**src/rtl/qracc_sram_ctrl.sv**
```systemverilog
// QrAcc SRAM array controller: accepts single-row read/write requests from the
// weight-loading master and sequences the analog macro controls through
// precharge, wordline, sense and response phases. All outputs are registered.
module qracc_sram_ctrl #(
    parameter int numRows   = 128,
    parameter int numCols   = 32,
    parameter int pchCycles = 1,
    parameter int wlCycles  = 2,
    parameter int saCycles  = 1
) (
    input  logic                       clk,
    input  logic                       rst,
    input  logic                       cim_busy_i,
    input  logic                       rq_wr_i,
    input  logic                       rq_valid_i,
    output logic                       rq_ready_o,
    input  logic [$clog2(numRows)-1:0] addr_i,
    input  logic [numCols-1:0]         wr_data_i,
    output logic                       rd_valid_o,
    output logic [numCols-1:0]         rd_data_o,
    output logic [numRows-1:0]         wl_o,
    output logic                       pch_o,
    output logic                       write_o,
    output logic [numCols-1:0]         wr_data_o,
    output logic [numCols-1:0]         csel_o,
    output logic                       saen_o,
    input  logic [numCols-1:0]         sa_out_i,
    output logic                       busy_o
);

    localparam int AW = $clog2(numRows);
    localparam int CW = 16;

    localparam logic [CW-1:0] PCH_LAST = CW'(pchCycles - 1);
    localparam logic [CW-1:0] WL_LAST  = CW'(wlCycles - 1);
    localparam logic [CW-1:0] SA_LAST  = CW'(saCycles - 1);

    typedef enum logic [2:0] {
        ST_IDLE,
        ST_PCH,
        ST_WL,
        ST_SENSE,
        ST_RESP
    } state_t;

    state_t              r_state;
    logic [CW-1:0]       r_cnt;
    logic [AW-1:0]       r_addr;
    logic                r_wr;
    logic [numCols-1:0]  r_wr_data;

    logic [numRows-1:0]  w_wl_dec;
    logic                w_addr_ok;

    // One-hot row decode of the latched address; rows beyond numRows decode to zero
    always_comb begin
        w_wl_dec = '0;
        for (int unsigned i = 0; i < numRows; i++) begin
            if (r_addr == AW'(i)) begin
                w_wl_dec[i] = 1'b1;
            end
        end
    end

    assign w_addr_ok = |w_wl_dec;

    // Access sequencer: state, phase counter and all registered outputs
    always_ff @(posedge clk) begin
        if (rst) begin
            r_state    <= ST_IDLE;
            r_cnt      <= '0;
            r_addr     <= '0;
            r_wr       <= 1'b0;
            r_wr_data  <= '0;
            rq_ready_o <= 1'b0;
            rd_valid_o <= 1'b0;
            rd_data_o  <= '0;
            wl_o       <= '0;
            pch_o      <= 1'b0;
            write_o    <= 1'b0;
            wr_data_o  <= '0;
            csel_o     <= '0;
            saen_o     <= 1'b0;
            busy_o     <= 1'b0;
        end else begin
            case (r_state)
                ST_IDLE: begin
                    if (rq_valid_i && rq_ready_o) begin
                        r_addr     <= addr_i;
                        r_wr       <= rq_wr_i;
                        r_wr_data  <= wr_data_i;
                        r_cnt      <= '0;
                        rq_ready_o <= 1'b0;
                        busy_o     <= 1'b1;
                        pch_o      <= 1'b1;
                        r_state    <= ST_PCH;
                    end else begin
                        rq_ready_o <= !cim_busy_i;
                    end
                end

                ST_PCH: begin
                    if (r_cnt == PCH_LAST) begin
                        r_cnt     <= '0;
                        pch_o     <= 1'b0;
                        wl_o      <= w_wl_dec;
                        csel_o    <= '1;
                        write_o   <= r_wr;
                        wr_data_o <= r_wr ? r_wr_data : '0;
                        r_state   <= ST_WL;
                    end else begin
                        r_cnt <= r_cnt + 1'b1;
                    end
                end

                ST_WL: begin
                    if (r_cnt == WL_LAST) begin
                        r_cnt     <= '0;
                        csel_o    <= '0;
                        write_o   <= 1'b0;
                        wr_data_o <= '0;
                        if (r_wr) begin
                            wl_o       <= '0;
                            busy_o     <= 1'b0;
                            rq_ready_o <= !cim_busy_i;
                            r_state    <= ST_IDLE;
                        end else begin
                            // wordline stays on through sensing
                            saen_o  <= 1'b1;
                            r_state <= ST_SENSE;
                        end
                    end else begin
                        r_cnt <= r_cnt + 1'b1;
                    end
                end

                ST_SENSE: begin
                    if (r_cnt == SA_LAST) begin
                        r_cnt      <= '0;
                        saen_o     <= 1'b0;
                        wl_o       <= '0;
                        rd_valid_o <= 1'b1;
                        rd_data_o  <= w_addr_ok ? sa_out_i : '0;
                        r_state    <= ST_RESP;
                    end else begin
                        r_cnt <= r_cnt + 1'b1;
                    end
                end

                ST_RESP: begin
                    rd_valid_o <= 1'b0;
                    busy_o     <= 1'b0;
                    rq_ready_o <= !cim_busy_i;
                    r_state    <= ST_IDLE;
                end

                default: begin
                    r_state <= ST_IDLE;
                end
            endcase
        end
    end

endmodule

```
**config.mk**
```make
export PLATFORM = sky130hd
export DESIGN_NAME = qracc_sram_ctrl
export DESIGN_NICKNAME = d
export VERILOG_FILES = /design/src/rtl/qracc_sram_ctrl.sv
export SDC_FILE = /design/constraint.sdc
export NUM_CORES = 1
export LEC_CHECK = 0
export ABC_AREA = 1
export BUFFER_PORTS_ARGS = -buffer_cell sky130_fd_sc_hd__buf_2
export CORE_MARGIN = 2
export CORE_UTILIZATION = 48
export DETAILED_ROUTE_END_ITERATION = 7
export HOLD_SLACK_MARGIN = 0.15
export PLACE_DENSITY_LB_ADDON = 0.12
export RECOVER_POWER = 100
export SLEW_MARGIN = 0
export SYNTH_ARGS = -nofsm -noshare
export SYNTH_HDL_FRONTEND = slang
export SYNTH_SLANG_ARGS = --single-unit
```
**constraint.sdc**
```tcl
create_clock -name clk -period 1.88 [get_ports clk]
set_input_delay 0.188 -clock clk [delete_from_list [all_inputs] [get_ports clk]]
set_output_delay 0.188 -clock clk [all_outputs]
set_load 0.02 [all_outputs]
```
==> flow_summary_export.csv, run 1 <==
group,metric,value,unit
status,status,"finished clean",
cts,clock-sinks,258,
cts,clock_latency,0.54,ns
critical_path,crit_fanout,5,
logic_synthesis,synth.distinct_cells,34,
critical_path,regToRegStartpoint,"r_cnt[1]",
final_layout,multi_input_area,5395,um^2
floorplanning,floorplan.initialDensity,48.78,%
final_layout,nFillCells,2151,
timing,skew,0.01242,ns
timing,final_hold_viol_count,0,
route,dr.pass1.iters,5,
critical_path,cp-end-kind,"flop",
final_layout,stdcell_count,2422,
critical_path,critPathRequiredTime,2.31,ns
timing,drv_slew,0,
critical_path,crit_arrival,2.28,ns
placed_design,dp_hpwl,22.73,mm
critical_path,r2r_end,"wl_o[70]",
logic_synthesis,yosysTopAreaCell,"dfxtp_1",
cts,cts_tree,"yes",
timing,rsz0062_at_grt,"yes",
timing,tightest_slew,0.5598,ns
global_route,grt_max_degree,111,
final_layout,seqCellArea,5174,um^2
logic_synthesis,synth_ff_type,"dfxtp_1",
timing,post-route-period-util,98.31,%
global_route,grt_pass1_vias,10910,
timing,final-setup-viol-count,0,
timing,slew_headroom,62.64,%
placed_design,postPlaceCellArea,13610,um^2
route,routedWlPerCell,14.85,um
logic_synthesis,synth_area_leaders,"dfxtp_1, nand2_1, nor2_1",
floorplanning,dieWidth,158.4,um
logic_synthesis,yosys-top-cells-count,"nand2_1, nor2_1, dfxtp_1",
placed_design,place_congestion,0.8621,
route,drc,0,
final_layout,syn_to_final_growth,37.60,%
critical_path,crit_path_start_kind,"flop",
route,ant_nets,0,
hold_path,holdPathEnd,"r_cnt[1]",
critical_path,cp_cell_sequence,"inv_4 > ha_4 > nand2_4 > nor2_4 > nand2_4 > nand2_4 > nand2_4 > nor2_8 > buf_12 > inv_8 > clkbuf_16 > nor2_4 > nor2_1",
power,peakVddDrop,0.7736,mV
route,vias_per_cell,4.983,
power,power_density,1565,nW/um^2
final_layout,diodes,0,
critical_path,cp_top_family,"simple AND/OR/NAND/NOR gates",
job,max-cap-violations,0,
hold_path,hold_path_depth,4,
timing,clock.fmax,0.5411,GHz
placed_design,dpl_worst_slack,-0.006881,ns
critical_path,crit_slowest_cell,"dfxtp_4",
floorplanning,rows,56,
placed_design,post-place-cells,2276,
critical_path,critPathMaxStageDelay,0.35,ns
critical_path,path_buf_inv,4,
global_route,antenna_found_initial,0,
global_route,grt_overflow,0,
critical_path,reg2reg_slack,0.03,ns
global_route,grt_pass1_wl,54.23,mm
timing,fin_ws,0.03187,ns
cts,cts_root_buf,"clkbuf_16",
logic_synthesis,synth_cells,1697,
cts,cts_buffers,28,
route,finalWirelength,35.97,mm
logic_synthesis,netlist_area,11450,um^2
hold_path,holdCritPathClass,"in -> reg",
timing,finalCriticalPeriod,1.848,ns
cts,clk_path_buf_depth,3,
logic_synthesis,synth_nets,1776,
logic_synthesis,synth_area_per_cell,6.747,um^2
route,drtIter0Drc,850,
logic_synthesis,synth_most_common_cell,"nand2_1",
global_route,grt_usage,26.71,%
hold_path,min-delay-start,"rst",
cts,h-tree-depth,1,
placed_design,port_buffers,305,
logic_synthesis,async_flop_share,0,%
floorplanning,core_area,23470,um^2
critical_path,reg2reg_depth,13,
cts,clk_pin_slew,0.05,ns
logic_synthesis,ys_ff_latch,258,
final_layout,design_area,15760,um^2
cts,postCtsHoldBufs,73,
logic_synthesis,synth_edf_count,0,
final_layout,fin_util,67.12,%
critical_path,worst-setup-path-type,"reg -> reg",
floorplanning,fp.dieArea,25100,um^2
route,vias,12070,
final_layout,drive_above_1_share,16.88,%
floorplanning,dieHeight,158.4,um
logic_synthesis,yosysSeqAreaShare,45.11,%
critical_path,cp_common_cell,"nand2_4",
logic_synthesis,yosysTopAreaCellShare,45.11,%
power,p_leak,6.638,nW
final_layout,final_nets,2164,
floorplanning,ioPinCount,306,
logic_synthesis,yosys_warnings,0,
timing,worst_hold_slack,0.04755,ns
## flip-flops by register name (all words and copies together) (netlist names), 3 cells and up
register,cells
rd_data_o,32
wr_data_o,32
r_wr_data,32
r_state,3
r_addr,7
wl_o,128
r_cnt,16
## worst max path at each step
stage | startpoint | end | slack [ns] | cells past startpoint
2_1_floorplan | r_cnt[0] | wl_o[100] | 0.07 | 14
3_3_place_gp | r_cnt[0] | wl_o[118] | 0.06 | 13
3_5_place_dp | r_cnt[0] | wl_o[6] | -0.007 | 13
4_1_cts | r_cnt[1] | wl_o[89] | -0.02 | 13
5_1_grt | r_cnt[1] | wl_o[94] | -0.05 | 14
6_report | r_cnt[1] | wl_o[70] | 0.03 | 13
## routing by layer
metal | wire length [um] | track usage [%] | vias to the layer above
li1 | - | - | 6078
met1 | 15120 | 33.96 | 5528
met2 | 17270 | 45.53 | 407
met3 | 2700 | 5.634 | 56
met4 | 874 | 8.194 | 0
met5 | 0 | 0 | -
## cell type report
type | count | share of cell area (%)
tap | 319 | 2.533
clock buffer | 40 | 5.122
clock inverter | 8 | 0.5877
multi-input combinational | 1190 | 34.24
inverter | 109 | 2.700
timing repair buffer | 498 | 21.97
sequential | 258 | 32.84
## metrics by stage
step / power, mW / setup TNS (ns)
6_report: 24.66 / 0
5_1_grt: 26.32 / -0.5294
4_1_cts: 23.36 / -0.08731
3_5_place_dp: 17.56 / -0.006881
3_3_place_gp: 17.44 / 0
2_1_floorplan: 14.43 / 0
## tightest hold or removal path, delay by kind of cell
family        cells  cell delay [ns]
buf+inv           3             0.25
simple gates      1             0.10
## cells by family (layout without fill, tap and decap cells)
group                    count (synthesis)  in the layout  synth area share (%)
AO/OA/AOI/OAI                          168            168                 7.507
adder cells (fa/ha/maj)                  3              3                0.3279
XOR/XNOR                                 5              5                0.3825
buffers and inverters                  249            655                 10.01
flip-flops                             258            258                 45.11
AND/OR/NAND/NOR                       1014           1014                 36.66
## where the power goes
group	total [mW]	switching, mW	internal [mW]
logic	11.9	7.25	4.62
registers	7.38	0.731	6.65
clock network	5.41	2.19	3.23
## timing repair
| action | 4_1_cts | 5_1_grt |
|---|---|---|
| setup endpoints to repair | 4 | 199 |
| resized for setup | 3 | 92 |
| hold endpoints to repair | 90 | 17 |
| cloned | 2 | 14 |
| pin swaps | 3 | 22 |
| buffers inserted | 1 | 8 |
## cell usage in the layout (no fill, tap or decap), types with 40 or more instances in the layout
cell / synthesis / routed
buf_2: 31 / 107
dlygate4sd3_1: 0 / 73
clkbuf_16: 0 / 40
buf_4: 33 / 78
nor2_1: 309 / 285
a21oi_1: 124 / 124
inv_1: 103 / 99
clkbuf_1: 65 / 204
nand2_1: 497 / 479
dfxtp_1: 258 / 253
nand3_1: 117 / 117
Power figures use the tool's default switching activity.
==> run 2, diff against run 1 <==
--- a/config.mk
+++ b/config.mk
@@ -5,10 +5,9 @@
 export SDC_FILE = /design/constraint.sdc
 export NUM_CORES = 1
 export LEC_CHECK = 0
-export ABC_AREA = 1
 export BUFFER_PORTS_ARGS = -buffer_cell sky130_fd_sc_hd__buf_2
 export CORE_MARGIN = 2
-export CORE_UTILIZATION = 48
+export CORE_UTILIZATION = 47
 export DETAILED_ROUTE_END_ITERATION = 7
 export HOLD_SLACK_MARGIN = 0.15
 export PLACE_DENSITY_LB_ADDON = 0.12
==> flow_summary_export.csv, run 2 <==
group,metric,value,unit
status,status,"complete, but fails checks",
status,violations,"negative setup slack",
final_layout,regMostFlops,"wl_o",
global_route,top_usage_layer,"met2",
timing,rsz0062_at_grt,"yes",
final_layout,drive_above_1_share,19.05,%
logic_synthesis,yosys-top-cells-count,"nand2_1, dfxtp_1, nand2b_1",
global_route,use_met3,5.040,%
logic_synthesis,yosysTopAreaCellShare,47.10,%
critical_path,worst-setup-path-type,"reg -> reg",
global_route,grt_util_met2,41.71,%
logic_synthesis,synth_ff_type,"dfxtp_1",
global_route,antenna_found_initial,1,
cts,clk_path_buf_depth,3,
route,vias,10010,
global_route,grt_pass1_wl,50.42,mm
global_route,grt_overflow,0,
placed_design,dp_hpwl,20.59,mm
floorplanning,dieHeight,156.8,um
route,finalWirelength,33.25,mm
placed_design,place_congestion,0.7837,
route,dr.pass1.iters,5,
final_layout,final_nets,1745,
logic_synthesis,yosysSeqAreaShare,47.10,%
logic_synthesis,synth_cells,1263,
logic_synthesis,synth_area_leaders,"dfxtp_1, mux2i_1, nand2_1",
logic_synthesis,synth.distinct_cells,48,
timing,skew,0.01648,ns
global_route,use_met1,34.26,%
timing,final-setup-viol-count,149,
power,switching_power,4.661,mW
global_route,grt_pass1_vias,9383,
route,drtIter0Drc,608,
floorplanning,rows,55,
power,clock_power_share,35.0,%
power,p_int,10.85,mW
final_layout,final_common_cell,"nand2_1",
route,drc,0,
route,ant_nets,0,
critical_path,crit_path_start_kind,"flop",
cts,clock-sinks,258,
logic_synthesis,netlist_area,10970,um^2
power,combPwrFrac,27.5,%
power,p_sw_share,30.05,%
final_layout,fin_util,66.15,%
job,max-cap-violations,0,
placed_design,post-place-cells,1860,
floorplanning,ioPinCount,306,
floorplanning,dieWidth,156.8,um
placed_design,port_buffers,305,
power,seq_power_share,37.5,%
cts,h-tree-depth,1,
cts,cts_tree,"yes",
final_layout,design_area,15070,um^2
timing,finalCriticalPeriod,1.990,ns
route,routedWlPerCell,16.63,um
logic_synthesis,synth_most_common_cell,"nand2_1",
final_layout,stdcell_count,1999,
timing,tightest_slew,0.6923,ns
timing,slew_headroom,53.80,%
logic_synthesis,synth_nets,1342,
hold_path,holdCritPathClass,"in -> reg",
critical_path,crit_arrival,2.44,ns
route,vias_per_cell,5.005,
critical_path,crit_fanout,17,
cts,cts_buffers,27,
critical_path,critPathRequiredTime,2.33,ns
logic_synthesis,synth_area_per_cell,8.683,um^2
power,peakVddDrop,0.7565,mV
timing,post-route-period-util,105.9,%
timing,final_hold_viol_count,0,
floorplanning,core_area,22780,um^2
power,p_leak,5.398,nW
logic_synthesis,yosys_warnings,0,
placed_design,postPlaceCellArea,13190,um^2
critical_path,cp-end-kind,"flop",
floorplanning,fp.dieArea,24570,um^2
cts,clock_latency,0.53,ns
timing,fin_ws,-0.1104,ns
final_layout,mostFrequentLayoutCells,"nand2_1, dfxtp_1, clkbuf_1",
cts,cts_root_buf,"clkbuf_16",
final_layout,largest_reg_flops,128,
logic_synthesis,yosysTopAreaCell,"dfxtp_1",
logic_synthesis,ys_ff_latch,258,
timing,clock.fmax,0.5024,GHz
logic_synthesis,async_flop_share,0,%
timing,worst_hold_slack,0.1848,ns
global_route,grt_usage,25.36,%
timing,drv_slew,0,
final_layout,syn_to_final_growth,37.39,%
cts,clk_pin_slew,0.06,ns
timing,tns,-8.765,ns
global_route,grt_max_degree,131,
logic_synthesis,synth_edf_count,0,
floorplanning,floorplan.initialDensity,48.15,%
power,power_density,1029,nW/um^2
-- run 2: changes by cell type after synthesis, sizes merged, moves of 11 or more --
cell,before,now
nand3,118,79
nand2,503,297
nand2b,0,133
nor2,326,37
buf,75,62
nor3,28,17
a21oi,124,112
o21ai,38,4
inv,107,5
nand4,36,4
mux2i,0,130
-- run 2: path summary, 6_finish.rpt --
check	end	startpoint	cells past startpoint	slack, ns
max	wl_o[98]	r_cnt[11]	7	-0.11
min reg2reg	rd_data_o[19]	rd_data_o[19]	2	0.45
min	r_cnt[11]	rst	3	0.18
max reg2reg	wl_o[98]	r_cnt[11]	7	-0.11
-- run 2: cell type report --
| class | count | area (um^2) |
|---|---|---|
| flip-flops and latches | 258 | 5172 |
| inverters | 5 | 18.77 |
| well taps | 313 | 391.6 |
| clock inverters | 10 | 102.6 |
| clock buffers | 38 | 807.0 |
| multi-input cells | 875 | 5197 |
| repair buffers | 499 | 3374 |
| diodes | 1 | 2.502 |
| fillers | 1992 | 7711 |
-- run 2: repair_timing --
item	4_1_cts	5_1_grt
setup endpoints to repair	157	172
setup buffers	2	7
pin swaps	7	13
hold buffers	74	0
hold endpoints to repair	74	0
gates cloned	1	7
gates resized for setup	16	40
-- run 2: per-layer routing --
layer	wire, um	up-vias
met5	0	-
met4	736	0
met3	2218	54
met2	15730	328
met1	14560	4659
li1	-	4964
-- run 2: worst max-delay path: stages, from the launching register on --
cell     delay, ns
dfxtp_2       0.34
nor4_4        0.33
and4_4        0.29
a22oi_2       0.09
nor2_4        0.25
buf_12        0.21
buf_16        0.18
mux2i_1       0.20
-- run 2: kinds of logic (layout without fill, tap and decap cells) --
| group | after synthesis | in the layout | share of synthesized area [%] |
|---|---|---|---|
| multiplexers | 130 | 130 | 11.87 |
| buffers and inverters | 130 | 552 | 7.176 |
| XOR/XNOR | 8 | 8 | 0.6389 |
| other | 0 | 1 | 0 |
| AO/OA/AOI/OAI | 135 | 135 | 6.572 |
| adder cells (fa/ha/maj) | 3 | 3 | 0.3423 |
| flip-flops | 258 | 258 | 47.10 |
| AND/OR/NAND/NOR | 599 | 599 | 26.31 |
-- run 2: power by group through the flow --
stage          clock [mW]  sequential (mW)  combinational (mW)
6_report             5.42             5.82                4.27
5_1_grt              5.73             5.84                4.55
4_1_cts              5.51             5.81                3.91
3_5_place_dp            0             5.93                3.65
3_3_place_gp            0             5.92                3.64
2_1_floorplan           0             6.05                2.62
-- run 2: per-stage QoR --
stage | power [mW] | worst slack [ns]
floorplan | 8.671 | 0.007033
global placement | 9.557 | -0.05753
detailed placement | 9.572 | -0.1197
CTS | 15.23 | -0.07269
global route | 16.12 | -0.2155
finish | 15.51 | -0.1104
==> run 3, diff against run 2 <==
--- a/config.mk
+++ b/config.mk
@@ -7,7 +7,8 @@
 export LEC_CHECK = 0
 export BUFFER_PORTS_ARGS = -buffer_cell sky130_fd_sc_hd__buf_2
 export CORE_MARGIN = 2
-export CORE_UTILIZATION = 47
+export CORE_UTILIZATION = 49
+export CTS_BUF_LIST = sky130_fd_sc_hd__clkbuf_4 sky130_fd_sc_hd__clkbuf_8
 export DETAILED_ROUTE_END_ITERATION = 7
 export HOLD_SLACK_MARGIN = 0.15
 export PLACE_DENSITY_LB_ADDON = 0.12
==> flow_summary_export.csv, run 3 (synthesis results as in run 2) <==
group,metric,value,unit
placed_design,dp_hpwl,20.87,mm
cts,cts_buffers,44,
final_layout,largest_reg_flops,128,
timing,final_hold_viol_count,0,
critical_path,worst-setup-path-type,"reg -> reg",
route,drc,0,
final_layout,syn_to_final_growth,37.22,%
final_layout,final_common_cell,"nand2_1",
cts,clock_latency,0.55,ns
critical_path,cp-end-kind,"flop",
floorplanning,floorplan.initialDensity,50.10,%
cts,h-tree-depth,2,
job,max-cap-violations,0,
power,p_int,10.52,mW
power,seq_power_share,38.0,%
final_layout,drive_above_1_share,21.07,%
floorplanning,dieWidth,153.6,um
power,p_leak,5.461,nW
cts,clk_path_buf_depth,3,
power,clock_power_share,34.6,%
critical_path,crit_fanout,8,
global_route,grt_pass1_wl,52.11,mm
timing,tns,-9.313,ns
floorplanning,core_area,21890,um^2
status,violations,"negative setup slack",
timing,finalCriticalPeriod,2.044,ns
placed_design,dpl_worst_slack,-0.1211,ns
cts,cts_root_buf,"clkbuf_8",
timing,post-route-period-util,108.7,%
floorplanning,fp.dieArea,23590,um^2
placed_design,place_congestion,0.8238,
placed_design,post-place-cells,1831,
power,power_density,1020,nW/um^2
route,finalWirelength,34.22,mm
power,p_sw_share,31.42,%
critical_path,crit_end,"wr_data_o[27]",
floorplanning,dieHeight,153.6,um
route,drtIter0Drc,611,
timing,worst_hold_slack,0.4213,ns
hold_path,holdCritPathClass,"in -> reg",
global_route,grt_usage,26.75,%
power,combPwrFrac,27.4,%
final_layout,stdcell_count,2005,
critical_path,reg2reg_slack,-0.16,ns
timing,clock.fmax,0.4893,GHz
status,status,"complete, but fails checks",
power,switching_power,4.821,mW
critical_path,critPathRequiredTime,2.35,ns
timing,drv_slew,0,
timing,final-setup-viol-count,160,
timing,skew,0.01654,ns
floorplanning,rows,54,
route,dr.pass1.iters,5,
cts,clk_pin_slew,0.06,ns
cts,cts_tree,"yes",
final_layout,final_nets,1771,
final_layout,mostFrequentLayoutCells,"nand2_1, dfxtp_1, clkbuf_1",
critical_path,r2r_end,"wr_data_o[27]",
cts,clock-sinks,258,
timing,tightest_slew,0.7772,ns
route,vias,10350,
critical_path,crit_arrival,2.52,ns
critical_path,reg2reg_depth,10,
placed_design,port_buffers,305,
critical_path,crit_path_start_kind,"flop",
route,ant_nets,0,
floorplanning,ioPinCount,306,
power,peakVddDrop,0.8346,mV
final_layout,regMostFlops,"wl_o",
timing,slew_headroom,48.19,%
route,vias_per_cell,5.162,
route,routedWlPerCell,17.07,um
global_route,grt_overflow,0,
global_route,grt_max_degree,99,
timing,rsz0062_at_grt,"yes",
global_route,grt_pass1_vias,10140,
critical_path,regToRegStartpoint,"r_cnt[0]",
critical_path,cp-startpoint,"r_cnt[0]",
timing,fin_ws,-0.1637,ns
global_route,antenna_found_initial,3,
## run 3: through the flow
stage / utilization, % / total power, mW / instance area, um^2
3_5_place_dp: 60.02 / 9.535 / 13140
5_1_grt: 68.73 / 15.97 / 15050
3_3_place_gp: 60.02 / 9.522 / 13140
4_1_cts: 68.38 / 15.13 / 14970
6_report: 68.74 / 15.34 / 15050
2_1_floorplan: - / 8.671 / 10990
## run 3: layout make-up
cell class              instances  area (um^2)
clock buffers                  69        880.8
repair buffers                508         3364
clock inverters                 8        52.55
diodes                          2        5.005
flip-flops and latches        258         5172
fillers                      1890         6843
well taps                     280        350.3
inverters                       5        18.77
multi-input cells             875         5204
## run 3: worst min path at each step
stage | startpoint | end | slack, ns | cells after the start
floorplan | wr_data_i[0] | r_wr_data[0] | 0.32 | 2
global route | sa_out_i[27] | rd_data_o[27] | 0.41 | 4
detailed placement | wr_data_i[0] | r_wr_data[0] | 0.43 | 3
global placement | wr_data_i[9] | r_wr_data[9] | 0.43 | 3
finish | wr_data_i[12] | r_wr_data[12] | 0.42 | 4
CTS | wr_data_i[15] | r_wr_data[15] | 0.39 | 4
## run 3: metal layers
layer  GRT usage (%)  wire length [um]  vias to the layer above
met1           33.17             14320                     4863
met4           11.40              1327                        2
met5               0                13                        -
li1                -                 -                     5025
met3           6.370              2328                       92
met2           44.61             16230                      368
## run 3: repair_timing
item | CTS | global route
resized for setup | 16 | 38
hold buffers | 75 | 0
hold endpoints to repair | 75 | 0
cloned | 1 | 8
pin swaps | 7 | 20
setup endpoints to repair | 160 | 181
buffers inserted | 6 | 6
## run 3: critical path: stages (launching register included)
cell	delay (ns)
dfxtp_2	0.33
inv_1	0.05
ha_1	0.14
nor3b_4	0.22
nand4_1	0.23
buf_4	0.22
nor3_4	0.18
buf_6	0.18
buf_8	0.15
nand3_1	0.09
a21oi_1	0.17
## run 3: power groups by stage
stage | clock network [mW] | registers [mW] | logic [mW]
2_1_floorplan | 0 | 6.05 | 2.62
3_3_place_gp | 0 | 5.93 | 3.59
3_5_place_dp | 0 | 5.94 | 3.60
4_1_cts | 5.38 | 5.82 | 3.93
5_1_grt | 5.65 | 5.86 | 4.46
6_report | 5.31 | 5.83 | 4.20
